[config.mk]
export PLATFORM = sky130hd
export DESIGN_NAME = sc_io_hex_display_flat
export DESIGN_NICKNAME = d
export VERILOG_FILES = /design/src/rtl/sc_io_hex_display_pkg.sv /design/src/rtl/sc_io_hex_display_if.sv /design/src/rtl/sc_io_hex_display_hex7seg.sv /design/src/rtl/sc_io_hex_display.sv /design/src/flat_wrapper.sv
export SDC_FILE = /design/constraint.sdc
export NUM_CORES = 1
export LEC_CHECK = 0
export ABC_AREA = 1
export CAP_MARGIN = 40
export CORE_MARGIN = 5
export CORE_UTILIZATION = 58
export DETAILED_ROUTE_END_ITERATION = 7
export MAX_ROUTING_LAYER = met4
export PLACE_DENSITY = 0.81
export SLEW_MARGIN = 20
export SYNTH_ARGS = -nofsm -noshare
export SYNTH_HDL_FRONTEND = slang
export SYNTH_SLANG_ARGS = --single-unit
[constraint.sdc]
create_clock -name clock -period 1.75 [get_ports clock]
set_input_delay 0.175 -clock clock [delete_from_list [all_inputs] [get_ports clock]]
set_output_delay 0.175 -clock clock [all_outputs]
set_load 0.02 [all_outputs]
[src/rtl/sc_io_hex_display_pkg.sv]
// Shared constants for the output-port hex display: segment codes,
// FSM state encodings and a power-of-ten helper for the range check.
package sc_io_hex_display_pkg;

   // Segment patterns, bit order gfedcba, active-low
   localparam logic [6:0] SEG_BLANK = 7'h7F;
   localparam logic [6:0] SEG_DASH  = 7'h3F;
   localparam logic [6:0] SEG_DIGIT [10] = '{
      7'h40, 7'h79, 7'h24, 7'h30, 7'h19, 7'h12, 7'h02, 7'h78, 7'h00, 7'h10
   };

   // FSM state encodings
   localparam logic [1:0] ST_IDLE = 2'd0;
   localparam logic [1:0] ST_CONV = 2'd1;
   localparam logic [1:0] ST_LOAD = 2'd2;

   // 10**n at 34 bits; 10**9 still fits, so NDIG up to 9 is safe
   function automatic logic [33:0] pow10(input int unsigned n);
      logic [33:0] r;
      r = 34'd1;
      for (int unsigned i = 0; i < n; i++) begin
         r = r * 34'd10;
      end
      return r;
   endfunction

endpackage

[src/rtl/sc_io_hex_display_if.sv]
// Port bundle between an output port and the hex display stage.
interface sc_io_hex_display_if #(
   parameter int unsigned NDIG = 6
);
   logic [31:0]       value;
   logic [7*NDIG-1:0] hex;
   logic              busy;

   modport master (output value, input hex, input busy);
   modport slave  (input value, output hex, output busy);
endinterface

[src/rtl/sc_io_hex_display_hex7seg.sv]
// One BCD digit to active-low 7-segment pattern; dash wins over blank.
module sc_io_hex_display_hex7seg
   import sc_io_hex_display_pkg::*;
(
   input  logic [3:0] digit,
   input  logic       blank,
   input  logic       dash,
   output logic [6:0] seg
);

   // Segment select with dash/blank override
   always_comb begin
      seg = SEG_BLANK;
      if (dash) begin
         seg = SEG_DASH;
      end else if (!blank && (digit < 4'd10)) begin
         seg = SEG_DIGIT[digit];
      end
   end

endmodule

[src/rtl/sc_io_hex_display.sv]
// Sequential binary-to-decimal display stage: captures a 32-bit word,
// converts it by shift-add-3 one bit per cycle, then latches all digits at once.
module sc_io_hex_display
   import sc_io_hex_display_pkg::*;
#(
   parameter int unsigned NDIG   = 6,
   parameter bit          BLANK0 = 1'b1
) (
   input logic                 clock,
   input logic                 resetn,
   sc_io_hex_display_if.slave  bus
);

   localparam int unsigned BW    = 4 * NDIG;
   localparam logic [33:0] LIMIT = pow10(NDIG);

   logic [1:0]        state;
   logic [5:0]        cnt;
   logic [31:0]       sh;
   logic [BW-1:0]     bcd;
   logic [31:0]       shown_val;
   logic              shown_ok;
   logic              ovf;
   logic [7*NDIG-1:0] hex_reg;
   logic              busy_reg;

   logic [BW-1:0]     bcd_adj;
   logic [NDIG-1:0]   blank;
   logic              zero_above;
   logic [7*NDIG-1:0] seg_dec;
   logic              start;
   logic              too_big;

   // Range check and restart condition evaluated in IDLE
   always_comb begin
      too_big = ({2'b00, bus.value} >= LIMIT);
      start   = !shown_ok || (bus.value != shown_val);
   end

   // Add-3 correction applied to every nibble before each shift
   always_comb begin
      bcd_adj = bcd;
      for (int k = 0; k < int'(NDIG); k++) begin
         if (bcd[4*k +: 4] >= 4'd5) begin
            bcd_adj[4*k +: 4] = bcd[4*k +: 4] + 4'd3;
         end
      end
   end

   // Leading-zero blanking: digit k blank if it and all higher digits are zero
   always_comb begin
      blank      = '0;
      zero_above = 1'b1;
      for (int k = int'(NDIG) - 1; k >= 0; k--) begin
         zero_above = zero_above && (bcd[4*k +: 4] == 4'd0);
         blank[k]   = BLANK0 && (k != 0) && zero_above;
      end
   end

   for (genvar k = 0; k < NDIG; k++) begin : g_dig
      sc_io_hex_display_hex7seg u_seg (
         .digit (bcd[4*k +: 4]),
         .blank (blank[k]),
         .dash  (ovf),
         .seg   (seg_dec[7*k +: 7])
      );
   end

   // Control FSM, conversion datapath and latched display
   always_ff @(posedge clock or negedge resetn) begin
      if (!resetn) begin
         state     <= ST_IDLE;
         cnt       <= '0;
         sh        <= '0;
         bcd       <= '0;
         shown_val <= '0;
         shown_ok  <= 1'b0;
         ovf       <= 1'b0;
         hex_reg   <= {NDIG{SEG_BLANK}};
         busy_reg  <= 1'b0;
      end else begin
         case (state)
            ST_IDLE: begin
               if (start) begin
                  shown_val <= bus.value;
                  shown_ok  <= 1'b1;
                  busy_reg  <= 1'b1;
                  if (too_big) begin
                     // Out of range: skip conversion, show dashes
                     ovf   <= 1'b1;
                     state <= ST_LOAD;
                  end else begin
                     ovf   <= 1'b0;
                     sh    <= bus.value;
                     bcd   <= '0;
                     cnt   <= '0;
                     state <= ST_CONV;
                  end
               end
            end
            ST_CONV: begin
               {bcd, sh} <= {bcd_adj, sh} << 1;
               cnt       <= cnt + 6'd1;
               if (cnt == 6'd31) begin
                  state <= ST_LOAD;
               end
            end
            ST_LOAD: begin
               hex_reg  <= seg_dec;
               busy_reg <= 1'b0;
               state    <= ST_IDLE;
            end
            default: begin
               state <= ST_IDLE;
            end
         endcase
      end
   end

   assign bus.hex  = hex_reg;
   assign bus.busy = busy_reg;

endmodule

[src/flat_wrapper.sv]
// flat-port wrapper written by rule: the top's interface ports become plain ports
module sc_io_hex_display_flat import sc_io_hex_display_pkg::*;
#(
   parameter int unsigned NDIG   = 6,
   parameter bit          BLANK0 = 1'b1
)
  (clock, resetn, bus_value, bus_hex, bus_busy);
  sc_io_hex_display_if #(.NDIG(NDIG)) bus_i ();
  input logic clock;
  input logic resetn;
  input wire logic [$bits(bus_i.value)-1:0] bus_value;
  output wire logic [$bits(bus_i.hex)-1:0] bus_hex;
  output wire logic [$bits(bus_i.busy)-1:0] bus_busy;
  assign bus_i.value = bus_value;
  assign bus_hex = bus_i.hex;
  assign bus_busy = bus_i.busy;
  sc_io_hex_display #(.NDIG(NDIG), .BLANK0(BLANK0)) u_core (.clock(clock), .resetn(resetn), .bus(bus_i));
endmodule
# Yosys cells after proc, flatten, opt, wreduce, memory -nomap -nowiden

Memories as Yosys holds them, arrays and structs flattened.
Index checks and enable logic that the tools add are counted.

Memories: 6
ROM bits: 672
Word-level logic and storage cells: 128
Register bits: 141
Input port bits: 34

Magnitude comparators: 19
Reduce and logical (&&, ||, !) cells: 28
Mux-type cells: 46
Equal/unequal tests: 7
$add $sub $neg: 7
Bitwise gates (word level): 6

Memory list:

| memory          | depth | bits a word | rd ports | clocked after Yosys merged registers in | write ports | line                            | source |
|---|---|---|---|---|---|---|---|
| (no name shown) | 16    | 7           | 1        | 0                                       | 0           | sc_io_hex_display_hex7seg.sv:17 | `seg = SEG_DIGIT[digit];` |
| (no name shown) | 16    | 7           | 1        | 0                                       | 0           | sc_io_hex_display_hex7seg.sv:17 |  |
| (no name shown) | 16    | 7           | 1        | 0                                       | 0           | sc_io_hex_display_hex7seg.sv:17 |  |
| (no name shown) | 16    | 7           | 1        | 0                                       | 0           | sc_io_hex_display_hex7seg.sv:17 |  |
| (no name shown) | 16    | 7           | 1        | 0                                       | 0           | sc_io_hex_display_hex7seg.sv:17 |  |
| (no name shown) | 16    | 7           | 1        | 0                                       | 0           | sc_io_hex_display_hex7seg.sv:17 |  |

Operators by type and width:

| cell                 | number |
|---|---|
| $mux 7               | 24 |
| $mux 32              | 2 |
| $pmux 32 s2          | 1 |
| $mux 24              | 2 |
| $pmux 24 s2          | 1 |
| $ge 32x20->1 const B | 1 |
| $ne 32x32->1         | 1 |
| $ge 5x5->1 const B   | 6 |
| $not 4->5            | 6 |
| $ge 4x3->1 const B   | 6 |
| $lt 4x4->1 const B   | 6 |
| $add 4x2->4 const B  | 5 |
| $logic_not 4->1      | 5 |
| $mux 4               | 5 |
| $mux 6               | 2 |
| $pmux 6 s2           | 1 |
| $logic_and 1x1->1    | 9 |
| $add 6x1->6 const B  | 1 |
| $eq 6x5->1 const B   | 1 |
| $logic_not 1->1      | 6 |
| $mux 2               | 3 |
| $reduce_and 2->1     | 3 |
| $ne 2x1->1 const B   | 2 |
| $pmux 2 s2           | 1 |
| other kinds (11)     | 13 |

# Longest topological paths before layout

Depth in word-level cells: 9
Depth in mapped cells: 13

# By module

Synthesis repeated with hierarchy kept, for this count alone.

Cell total of the unflattened synthesis: 1120
Area, all modules: 8530.7 sq um

By module, submodules not included:

| module                    | cells each | times used | area an instance (sq um) |
|---|---|---|---|
| sc_io_hex_display         | 904        | 1          | 7277.0 |
| sc_io_hex_display_hex7seg | 36         | 6          | 209.0 |

# Worst setup path before layout

Ideal clock, no wire load.

Kind: register to register
From: register u_core.bcd[20]
To: register u_core.hex_reg[20], in the netlist u_core.bus.hex[20]
Stages on the path, launching flop included: 9
Period minus slack after synthesis: 1489 ps
Buffers on the path: 0
Data arrival time: 1428 ps
Setup slack: 261 ps
Library setup time: 60 ps
Cells stage by stage: dfrtp_1 > inv_1 > ha_1 > nand2_1 > nor2_1 > nand3_1 > o21ai_1 > o21ai_0 > nand2_1

Longest elaborated chain between the ends: 8

RTL lines:

| item                           | line                            | source |
|---|---|---|
| start, declared                | sc_io_hex_display.sv:20         | `logic [BW-1:0] bcd;` |
| start signal, assigned         | sc_io_hex_display.sv:102        | `{bcd, sh} <= {bcd_adj, sh} << 1;` |
| $logic_not 4->1                | sc_io_hex_display.sv:55         | `zero_above = zero_above && (bcd[4*k +: 4] == 4'd0);` |
| $logic_and 1x1->1 (3 in a row) | sc_io_hex_display.sv:55         |  |
| $logic_not 1->1                | sc_io_hex_display_hex7seg.sv:16 | `end else if (!blank && (digit < 4'd10)) begin` |
| $logic_and 1x1->1              | sc_io_hex_display_hex7seg.sv:16 |  |
| $mux 7                         | sc_io_hex_display_hex7seg.sv:16 |  |
| $mux 7                         | sc_io_hex_display_hex7seg.sv:14 | `if (dash) begin` |
| end signal, assigned           | sc_io_hex_display.sv:79         | `hex_reg <= {NDIG{SEG_BLANK}};` |
| end signal, assigned           | sc_io_hex_display.sv:109        | `hex_reg <= seg_dec;` |
| end, declared                  | sc_io_hex_display.sv:24         | `logic [7*NDIG-1:0] hex_reg;` |

Every way passes these cells.
A chain may end at the register's enable or synchronous reset.

# Worst setup path in the final report

From: register u_core.shown_val[1]
To: register u_core.sh[29]

Longest elaborated chain between the ends: 4

RTL lines:

| item                       | line                     | source |
|---|---|---|
| start, declared            | sc_io_hex_display.sv:21  | `logic [31:0] shown_val;` |
| start signal, assigned     | sc_io_hex_display.sv:85  | `shown_val <= bus.value;` |
| $ne 32x32->1               | sc_io_hex_display.sv:37  | `start = !shown_ok \|\| (bus.value != shown_val);` |
| $logic_or 1x1->1           | sc_io_hex_display.sv:37  |  |
| $ne 2x1->1 (no line)       | -                        |  |
| $reduce_and 3->1 (no line) | -                        |  |
| end signal, assigned       | sc_io_hex_display.sv:94  | `sh <= bus.value;` |
| end signal, assigned       | sc_io_hex_display.sv:102 |  |
| end, declared              | sc_io_hex_display.sv:19  | `logic [31:0] sh;` |

Every way passes these cells.

==> results.sh <==
export IMPL_status="finished, violations left"
export IMPL_violations="negative setup slack"
export IMPL_final_hold_violation_count=0
export IMPL_worst_pin_slew_ns=0.6149
export IMPL_synth_seq_cells=141
export IMPL_drv_cap=0
export IMPL_cts_made_buffers=17
export IMPL_ys_seq_area_share_pct=45.02
export IMPL_ir_drop_mv=0.6469
export IMPL_crit_path_end_kind="flip-flop"
export IMPL_antennaDiodeCount=0
export IMPL_worst_ep_arrival_time_ns=2.22
export IMPL_initial_core_util_pct=59.59
export IMPL_syn_inst=1088
export IMPL_largest_reg_flops=42
export IMPL_slew_viol_final=0
export IMPL_drt_iter0_markers=653
export IMPL_power_frac_clock_pct=48.7
export IMPL_antenna_found_initial=0
export IMPL_portBuffers=76
export IMPL_grt_max_degree=68
export IMPL_async_flop_share_pct=100.0
export IMPL_cts_tree="done"
export IMPL_ys_top_cells_by_area="dfrtp_1, nand2_1, dfstp_2"
export IMPL_rows=42
export IMPL_comb_power_share_pct=7.1
export IMPL_core_um2=13350
export IMPL_grt_setup_unrepaired="true"
export IMPL_period_minus_slack_ns=1.861
export IMPL_seq_area_um2=3581
export IMPL_num_io_pins=77
export IMPL_avgViaCountPerCell=5.324
export IMPL_synth_nets=1153
export IMPL_finalPower_mw=7.604
export IMPL_grt_overflow_total=0
export IMPL_routed_wl_mm=20.39
export IMPL_min_to="u_core.shown_val[9]"
export IMPL_fp_dieW_um=127.1
export IMPL_die_height_um=127.1
export IMPL_r2r_slack_ns=-0.11
export IMPL_wl_met2_mm=9.903
export IMPL_cts_path_max_buffers=2
export IMPL_finalCritPeriodShare_pct=106.3
export IMPL_multi_input_area_um2=3919
export IMPL_firstDrtPassIters=5
export IMPL_worstPathRequired_ns=2.11
export IMPL_r2r_end="u_core.sh[29]"
export IMPL_grtUsageTotal_pct=24.77
export IMPL_grt_pass1_wl_mm=32.17
export IMPL_sw_frac_of_total_pct=22.19
export IMPL_synth_ff_type="dfrtp_1"
export IMPL_worstPathMaxFanout=6
export IMPL_crit_type="reg -> reg"
export IMPL_setup_violations=62
export IMPL_worstSkewPairLatency_ns=0.42
export IMPL_power_density_nw_per_um2=724.3
export IMPL_p_sw_mw=1.688
export IMPL_hp_start="bus_value[9]"
export IMPL_syn2layout_area_growth_pct=32.00
export IMPL_rr_startpoint="u_core.shown_val[1]"
export IMPL_clock_sinks=141
export IMPL_hold_path_class="in -> reg"
export IMPL_ant_nets=0
export IMPL_wl_met1_mm=8.898
export IMPL_fill_cells=938
export IMPL_highest_signal_layer="met4"
export IMPL_fmax_ghz=0.5374
export IMPL_die_area_um2=16160
export IMPL_gp_congestion=0.8826
export IMPL_post_synth_top_area_cell="dfrtp_1"
export IMPL_final_cell_area_um2=10500
export IMPL_finalWorstSetupSlack_ns=-0.1107
export IMPL_clkTransAtPathRegs_ns=0.06
export IMPL_grt_pass1_vias=7057
export IMPL_synth_edf_count=0
export IMPL_seqPwrFrac_pct=44.2
export IMPL_synth_top_area_share_pct=31.15
export IMPL_htree_levels=4
export IMPL_fin_nets=1297
export IMPL_synth_avg_cell_area_um2=7.311
export IMPL_synth_area_um2=7954
export IMPL_slew_limit_headroom_pct=58.96
export IMPL_num_vias=7566
export IMPL_p_int_mw=5.917
export IMPL_whs_path_depth=3
export IMPL_power_leakage_nw=5.144
export IMPL_dp_hpwl_mm=13.10
export IMPL_wire_per_inst_um=14.35
export IMPL_ys_warn_count=0
export IMPL_synth_cell_types=35
export IMPL_ff2ff_path_depth=12
export IMPL_cts_root_buf="clkbuf_16"
export IMPL_met3_length_mm=1.116
export IMPL_drive_gt1_share_pct=19.84
export IMPL_skew_ns=0.01028
export IMPL_cp_start_kind="flip-flop"
export IMPL_post_place_ws_ns=-0.3494
export IMPL_drc=0
export IMPL_place_area_um2=9354
==> power groups by stage <==
stage	combinational, mW	sequential (mW)	clock [mW]
finish	0.544	3.36	3.70
global route	0.617	3.36	3.88
CTS	0.520	3.36	3.74
detailed placement	0.514	3.41	0
global placement	0.502	3.41	0
floorplan	0.230	3.41	0
==> worst max-delay path by stage <==
stage	end	from	slack, ns	depth (start not counted)
after global routing	u_core.cnt[4]	u_core.shown_val[1]	-0.27	13
after CTS	bus_hex[27]	u_core.bus.hex[27]	0.0008	1
after floorplan	u_core.bus.hex[20]	u_core.bcd[20]	0.26	8
after detailed placement	u_core.cnt[2]	bus_value[31]	-0.35	11
after global placement	u_core.sh[15]	bus_value[6]	-0.30	13
final	u_core.sh[29]	u_core.shown_val[1]	-0.11	12
==> final cells by class <==
cell class	instances	area share [%]
clock inverter	4	0.4290
multi-input combinational	784	37.33
tap	176	2.097
timing repair buffer	157	15.92
sequential	141	34.11
clock buffer	28	5.434
inverter	131	4.684
==> layout by cell type, fill, tap and decap left out, types with 3 or more instances in the layout <==
master / instances
a21oi_1: 30
a31oi_1: 12
buf_12: 8
buf_4: 61
buf_6: 7
clkbuf_1: 4
clkbuf_16: 25
clkbuf_8: 4
clkdlybuf4s50_1: 38
clkinv_1: 4
clkinv_2: 3
dfrtp_1: 99
dfstp_2: 42
dlymetal6s2s_1: 36
ha_1: 31
inv_1: 108
inv_2: 19
nand2_1: 370
nand2_2: 38
nand2_4: 7
nand3_1: 78
nand3b_1: 3
nand4_1: 11
nor2_1: 62
nor2_2: 11
nor3_1: 3
o211ai_1: 4
o21ai_0: 76
o22ai_1: 15
or2_2: 11
xor2_1: 3
==> layer usage <==
layer | vias up | GRT usage, %
met4 | 0 | 7.760
li1 | 3754 | -
met2 | 241 | 40.66
met1 | 3537 | 31.47
met5 | - | -
met3 | 34 | 4.466
==> cells in the mapped netlist (all sizes together), types with 2 or more instances <==
master	count
o211ai	4
nor2	75
a31oi	12
or2	11
dfstp	42
a21oi	31
nand3b	3
nand2	416
o31ai	2
nor3	4
inv	127
dfrtp	99
nand3	81
buf	19
clkinv	4
nand4	11
o22ai	15
clkbuf	14
xor2	3
o21ai	78
ha	31
==> through the flow <==
stage,cells,util [%],TNS (ns),hold WS (ns)
2_1_floorplan,1088,-,0,-0.1206
3_3_place_gp,1375,70.08,-25.84,0.1222
3_5_place_dp,1375,70.08,-29.74,0.1190
4_1_cts,1408,74.76,0,0.2513
5_1_grt,1421,78.66,-15.79,0.1547
6_report,1421,78.66,-4.968,0.1232
==> kinds of logic after synthesis <==
kind of cell / synth area share, %
AO/OA/AOI/OAI: 10.11
buffers and inverters: 8.731
XOR/XNOR: 0.3304
adder cells (fa/ha/maj): 4.876
flip-flops: 45.02
AND/OR/NAND/NOR: 30.93
==> worst max-delay path: stages, from the launching register on <==
cell	delay, ns
dfrtp_1	0.40
nand2_1	0.12
nand2_1	0.07
nor2_1	0.11
nand2_1	0.07
nor2_2	0.14
nand2_2	0.11
nor2_4	0.14
nand3_4	0.17
nand2_8	0.17
clkbuf_16	0.17
nand2_2	0.05
nand2_2	0.06
==> repair_timing <==
item,4_1_cts,5_1_grt
gates resized for setup,1,109
buffers inserted,0,5
endpoints found under the hold margin,36,0
endpoints found under the setup margin,1,146
hold buffers,1,0
cloned,0,8
pin swaps,0,28
Power figures use the tool's default switching activity.
